==> config.mk <==
export PLATFORM = sky130hd
export DESIGN_NAME = wb_stage
export DESIGN_NICKNAME = d
export VERILOG_FILES = /design/src/rtl/wb_stage.sv
export SDC_FILE = /design/constraint.sdc
export NUM_CORES = 1
export LEC_CHECK = 0
export ABC_AREA = 1
export BUFFER_PORTS_ARGS = -buffer_cell sky130_fd_sc_hd__buf_2
export CAP_MARGIN = 15
export CELL_PAD_IN_SITES_DETAIL_PLACEMENT = 0
export CELL_PAD_IN_SITES_GLOBAL_PLACEMENT = 2
export CORE_UTILIZATION = 30
export CTS_CLUSTER_DIAMETER = 100
export DETAILED_ROUTE_END_ITERATION = 7
export PLACE_DENSITY_LB_ADDON = 0.1
export SYNTH_ARGS = -nofsm -noshare
export SYNTH_HDL_FRONTEND = slang
export SYNTH_SLANG_ARGS = --single-unit
==> constraint.sdc <==
create_clock -name clk -period 4.5 [get_ports clk]
set_input_delay 0.675 -clock clk [delete_from_list [all_inputs] [get_ports clk]]
set_output_delay 0.675 -clock clk [all_outputs]
set_load 0.05 [all_outputs]
==> src/rtl/wb_stage.sv <==
// Writeback stage: merges ALU results and in-order load responses into one regfile write port.
// Optional load-blocked performance counter is enabled by defining WB_PERF_EN.
module wb_stage #(
    parameter int DEPTH = 4,
    parameter int XLEN  = 32
) (
    input  logic            clk,
    input  logic            rst,
    input  logic            alu_valid_i,
    input  logic [4:0]      alu_waddr_i,
    input  logic [XLEN-1:0] alu_wdata_i,
    input  logic            ld_issue_i,
    input  logic [4:0]      ld_issue_rd_i,
    output logic            ld_issue_ready_o,
    input  logic            ld_resp_valid_i,
    input  logic [XLEN-1:0] ld_resp_data_i,
    output logic            ld_resp_ready_o,
    input  logic [4:0]      id_rs1_i,
    input  logic [4:0]      id_rs2_i,
    input  logic [4:0]      id_rd_i,
    output logic            stall_o,
    output logic            reg_wen_o,
    output logic [4:0]      reg_waddr_o,
    output logic [XLEN-1:0] reg_wdata_o
`ifdef WB_PERF_EN
    ,
    output logic [31:0]     ld_block_cnt_o
`endif
);

    localparam int PW = $clog2(DEPTH);
    localparam int CW = PW + 1;

    logic [4:0]      tag_mem [DEPTH];
    logic [PW-1:0]   rd_ptr_reg, rd_ptr_next;
    logic [PW-1:0]   wr_ptr_reg, wr_ptr_next;
    logic [CW-1:0]   count_reg, count_next;

    logic            reg_wen_reg, reg_wen_next;
    logic [4:0]      reg_waddr_reg, reg_waddr_next;
    logic [XLEN-1:0] reg_wdata_reg, reg_wdata_next;

    logic            push;
    logic            pop;
    logic [4:0]      head_rd;
    logic [DEPTH-1:0] entry_hit;

    assign ld_issue_ready_o = (count_reg != CW'(DEPTH));
    assign ld_resp_ready_o  = (count_reg != '0) && !alu_valid_i;

    assign push    = ld_issue_i && ld_issue_ready_o;
    assign pop     = ld_resp_valid_i && ld_resp_ready_o;
    assign head_rd = tag_mem[rd_ptr_reg];

    always_comb begin
        rd_ptr_next = rd_ptr_reg;
        wr_ptr_next = wr_ptr_reg;
        count_next  = count_reg;
        if (push) begin
            wr_ptr_next = wr_ptr_reg + PW'(1);
        end
        if (pop) begin
            rd_ptr_next = rd_ptr_reg + PW'(1);
        end
        case ({push, pop})
            2'b10:   count_next = count_reg + CW'(1);
            2'b01:   count_next = count_reg - CW'(1);
            default: count_next = count_reg;
        endcase
    end

    always_ff @(posedge clk or posedge rst) begin
        if (rst) begin
            rd_ptr_reg <= '0;
            wr_ptr_reg <= '0;
            count_reg  <= '0;
        end else begin
            rd_ptr_reg <= rd_ptr_next;
            wr_ptr_reg <= wr_ptr_next;
            count_reg  <= count_next;
        end
    end

    // Tag storage needs no reset: validity comes solely from the pointers and count.
    always_ff @(posedge clk) begin
        if (push) begin
            tag_mem[wr_ptr_reg] <= ld_issue_rd_i;
        end
    end

    // An entry is live when its distance from the head is below count; the head
    // stays live during its pop cycle because count only drops afterwards.
    generate
        for (genvar gi = 0; gi < DEPTH; gi++) begin : g_sb
            logic [PW-1:0] offset;
            logic          live;
            assign offset = PW'(gi) - rd_ptr_reg;
            assign live   = ({1'b0, offset} < count_reg);
            assign entry_hit[gi] = live && (tag_mem[gi] != 5'd0) &&
                                   ((tag_mem[gi] == id_rs1_i) ||
                                    (tag_mem[gi] == id_rs2_i) ||
                                    (tag_mem[gi] == id_rd_i));
        end
    endgenerate

    assign stall_o = |entry_hit;

    // ALU wins the port; a load response is only accepted when the ALU is idle.
    always_comb begin
        reg_wen_next   = 1'b0;
        reg_waddr_next = reg_waddr_reg;
        reg_wdata_next = reg_wdata_reg;
        if (alu_valid_i) begin
            reg_wen_next   = (alu_waddr_i != 5'd0);
            reg_waddr_next = alu_waddr_i;
            reg_wdata_next = alu_wdata_i;
        end else if (pop) begin
            reg_wen_next   = (head_rd != 5'd0);
            reg_waddr_next = head_rd;
            reg_wdata_next = ld_resp_data_i;
        end
    end

    always_ff @(posedge clk or posedge rst) begin
        if (rst) begin
            reg_wen_reg   <= 1'b0;
            reg_waddr_reg <= '0;
            reg_wdata_reg <= '0;
        end else begin
            reg_wen_reg   <= reg_wen_next;
            reg_waddr_reg <= reg_waddr_next;
            reg_wdata_reg <= reg_wdata_next;
        end
    end

    assign reg_wen_o   = reg_wen_reg;
    assign reg_waddr_o = reg_waddr_reg;
    assign reg_wdata_o = reg_wdata_reg;

`ifdef WB_PERF_EN
    logic [31:0] ld_block_cnt_reg;

    // Counts cycles a response was offered for an outstanding load but lost to the ALU.
    always_ff @(posedge clk or posedge rst) begin
        if (rst) begin
            ld_block_cnt_reg <= '0;
        end else if (ld_resp_valid_i && !ld_resp_ready_o && (count_reg != '0)) begin
            ld_block_cnt_reg <= ld_block_cnt_reg + 32'd1;
        end
    end

    assign ld_block_cnt_o = ld_block_cnt_reg;
`endif

endmodule

==> out/metrics.cfg <==
[critical_path]
reg2regPathDepth=9
cp_top_family=buffers and inverters
cpMostUsedCell=nand2_1
slowest_stage=dfrtp_1
critPathRequiredTime_ns=3.83
rrSetupSlack_ns=2.29
worstPathArrival_ns=2.24
path_max_fanout=7
r2r_start=count_reg[1]
end_kind=output pin
cp_cell_sequence=inv_2, nand2_2, nand2_1, inv_1, ha_1, inv_1, o21bai_1, a21oi_1, nand2_1, nand2_1, inv_1, nand2_1, buf_2
crit_type=reg -> out
r2r_end=count_reg[2]
start_kind=flop
crit_buf_inv=5
cpPeakStageDelay_ns=0.47

[logic_synthesis]
yosysWarnings=0
syn-cell-area_um2=4130
ys.flop_type=dfrtp_1
synth_cell_types=33
synth_area_per_cell_um2=7.42
synthCells=557
synthesis.nets=661
ys_ff_latch=65
synth_edf_count=20
synthArstFlopShare_pct=69.2
synth-seq-area-share_pct=41.8

[placement]
routabilityCongestion=0.859
hpwlAfterDp_um=9840
dp.cells=849
portBuffers=134

[hold_path]
holdPathEnd=reg_waddr_o[2]
min_from=reg_waddr_o[2]
holdPathStages=2
min_path_type=reg -> reg

[global_routing]
antenna_found_initial=2
grt_pass1_vias=3973
grt_max_degree=71
grt.total_usage_pct=18.6
grt_pass1_wl_um=20300
grt_remaining_overflow=0

[timing]
tightest_slew_ns=0.999
hold_violations=0
finalSetupViolCount=0
max_freq_mhz=343
maxSlewViolCount=0
slew_headroom_pct=33.3
final.min_clock_period_ns=2.91
final.period_utilization_pct=64.8
holdWs_ns=0.493
rsz0062_at_grt=no
fin_skew_ns=0.00669
fin_setup_tns_ns=0

[clock_network]
ctsResizeCount=0
ctsHoldBuffers=0
cts_setup_buffers=0
clk-insertion-delay-late_ns=0.32
h-tree-depth=3
path_clk_slew_ns=0.06
clockBufferDepth=2
cts.sinks=65
cts_tree=built
cts_buffers=9
cts-root-buf=clkbuf_16

[finish]
n_fill_cell=1429
layout_common_cells=nand2_1 (200), buf_2 (134), nor2_1 (73)
syn_to_final_growth_pct=25.5
ff_latch_area_um2=1730
instances_no_fill=865
layout-drive-gt1-share_pct=25.8
final_common_cell=nand2_1
multi_input_area_um2=2040
antenna_cells=0
largest_reg_flops=32
nNetsFinal=788

[floorplan]
core.rowCount=42
dieArea_um2=14300
die_x_um=119
start_util_pct=31.0
io_pins=135
die_h_um=119
core-area_um2=13300

[drt]
ant_nets=0
wire_per_inst_um=14.6
drt-total-wl_um=12600
vias=3948
drt-vias-per-instance=4.56
drt-pass1-iter-count=6
drt_iter0_markers=172
drc=0

[power_and_ir_drop]
p_leak_nw=2.66
peakVddDrop_v=0.000223
power_density_nw_per_um2=537

[job]
maxCapViolations=0

[outcome]
status=finished, final reports clean

==> area by class of cell <==
| cell class | count | area share [%] |
|---|---|---|
| Sequential cell | 65 | 33.3 |
| Clock buffer | 9 | 4.34 |
| Tap cell | 176 | 4.25 |
| Multi-Input combinational cell | 413 | 39.3 |
| Timing Repair Buffer | 136 | 13.2 |
| Inverter | 59 | 4.32 |
| Clock inverter | 7 | 1.33 |
==> routing by layer <==
layer	global-route usage [%]	part of all wire [%]	wire length, um	up-vias
met5	0	0.10	13	-
met4	8.52	3.4	429	2
met3	5.94	7.8	992	24
met2	29.4	45	5690	127
met1	22.9	44	5520	1766
li1	-	-	-	2029
==> Yosys cell counts (all sizes together), types with 2 or more instances <==
| cell type | instances | area (um^2) |
|---|---|---|
| dfrtp | 45 | 1130 |
| ha | 9 | 113 |
| nand2 | 202 | 763 |
| buf | 15 | 124 |
| a21oi | 7 | 46.3 |
| nor2 | 78 | 305 |
| edfxtp | 20 | 601 |
| clkbuf | 5 | 23.8 |
| nand3 | 22 | 115 |
| o21ai | 15 | 90.1 |
| xnor2 | 13 | 114 |
| a31oi | 36 | 257 |
| o22ai | 7 | 43.8 |
| xor2 | 11 | 96.3 |
| o21bai | 2 | 15.0 |
| inv | 59 | 224 |
| nor3 | 7 | 35.0 |
==> worst max-delay path by stage <==
stage          slack (ns)      endpoint     startpoint  cells past startpoint
2_1_floorplan        1.53  count_reg[2]    alu_valid_i                      9
3_3_place_gp         1.95       stall_o  rd_ptr_reg[1]                     13
3_5_place_dp         1.95       stall_o  rd_ptr_reg[1]                     13
4_1_cts              1.59       stall_o  rd_ptr_reg[1]                     13
5_1_grt              1.42       stall_o  rd_ptr_reg[1]                     13
6_report             1.59       stall_o  rd_ptr_reg[1]                     13
==> power breakdown <==
part	internal, W	switching [W]	total, W
registers	0.000762	0.000134	0.000896
clock network	0.000427	0.000257	0.000685
logic	0.000351	0.000852	0.00120
==> worst reg2reg max path, cell delays in order, from the launching register on <==
cell and delay [ns]:
dfrtp_1 0.39, inv_2 0.16, nand3_1 0.13, nand2_1 0.34, ha_1 0.22, inv_1 0.07
fa_1 0.37, a21oi_1 0.14, o21ai_0 0.12, xor2_1 0.15
==> kinds of logic after synthesis <==
family	synth area share (%)
simple gates	29.8
buf+inv	8.99
compound gates	11.1
flops	41.8
xor+xnor	5.08
fa+ha+maj	3.21
==> per-stage QoR <==
stage | instance area (um^2) | util, % | setup slack [ns] | total power [W]
2_1_floorplan | 4130 | - | 1.53 | 0.00179
3_3_place_gp | 4890 | 36.7 | 1.95 | 0.00211
3_5_place_dp | 4890 | 36.7 | 1.95 | 0.00212
4_1_cts | 5190 | 38.9 | 1.59 | 0.00282
5_1_grt | 5190 | 38.9 | 1.42 | 0.00299
6_report | 5190 | 38.9 | 1.59 | 0.00278
Power figures use the tool's default switching activity.
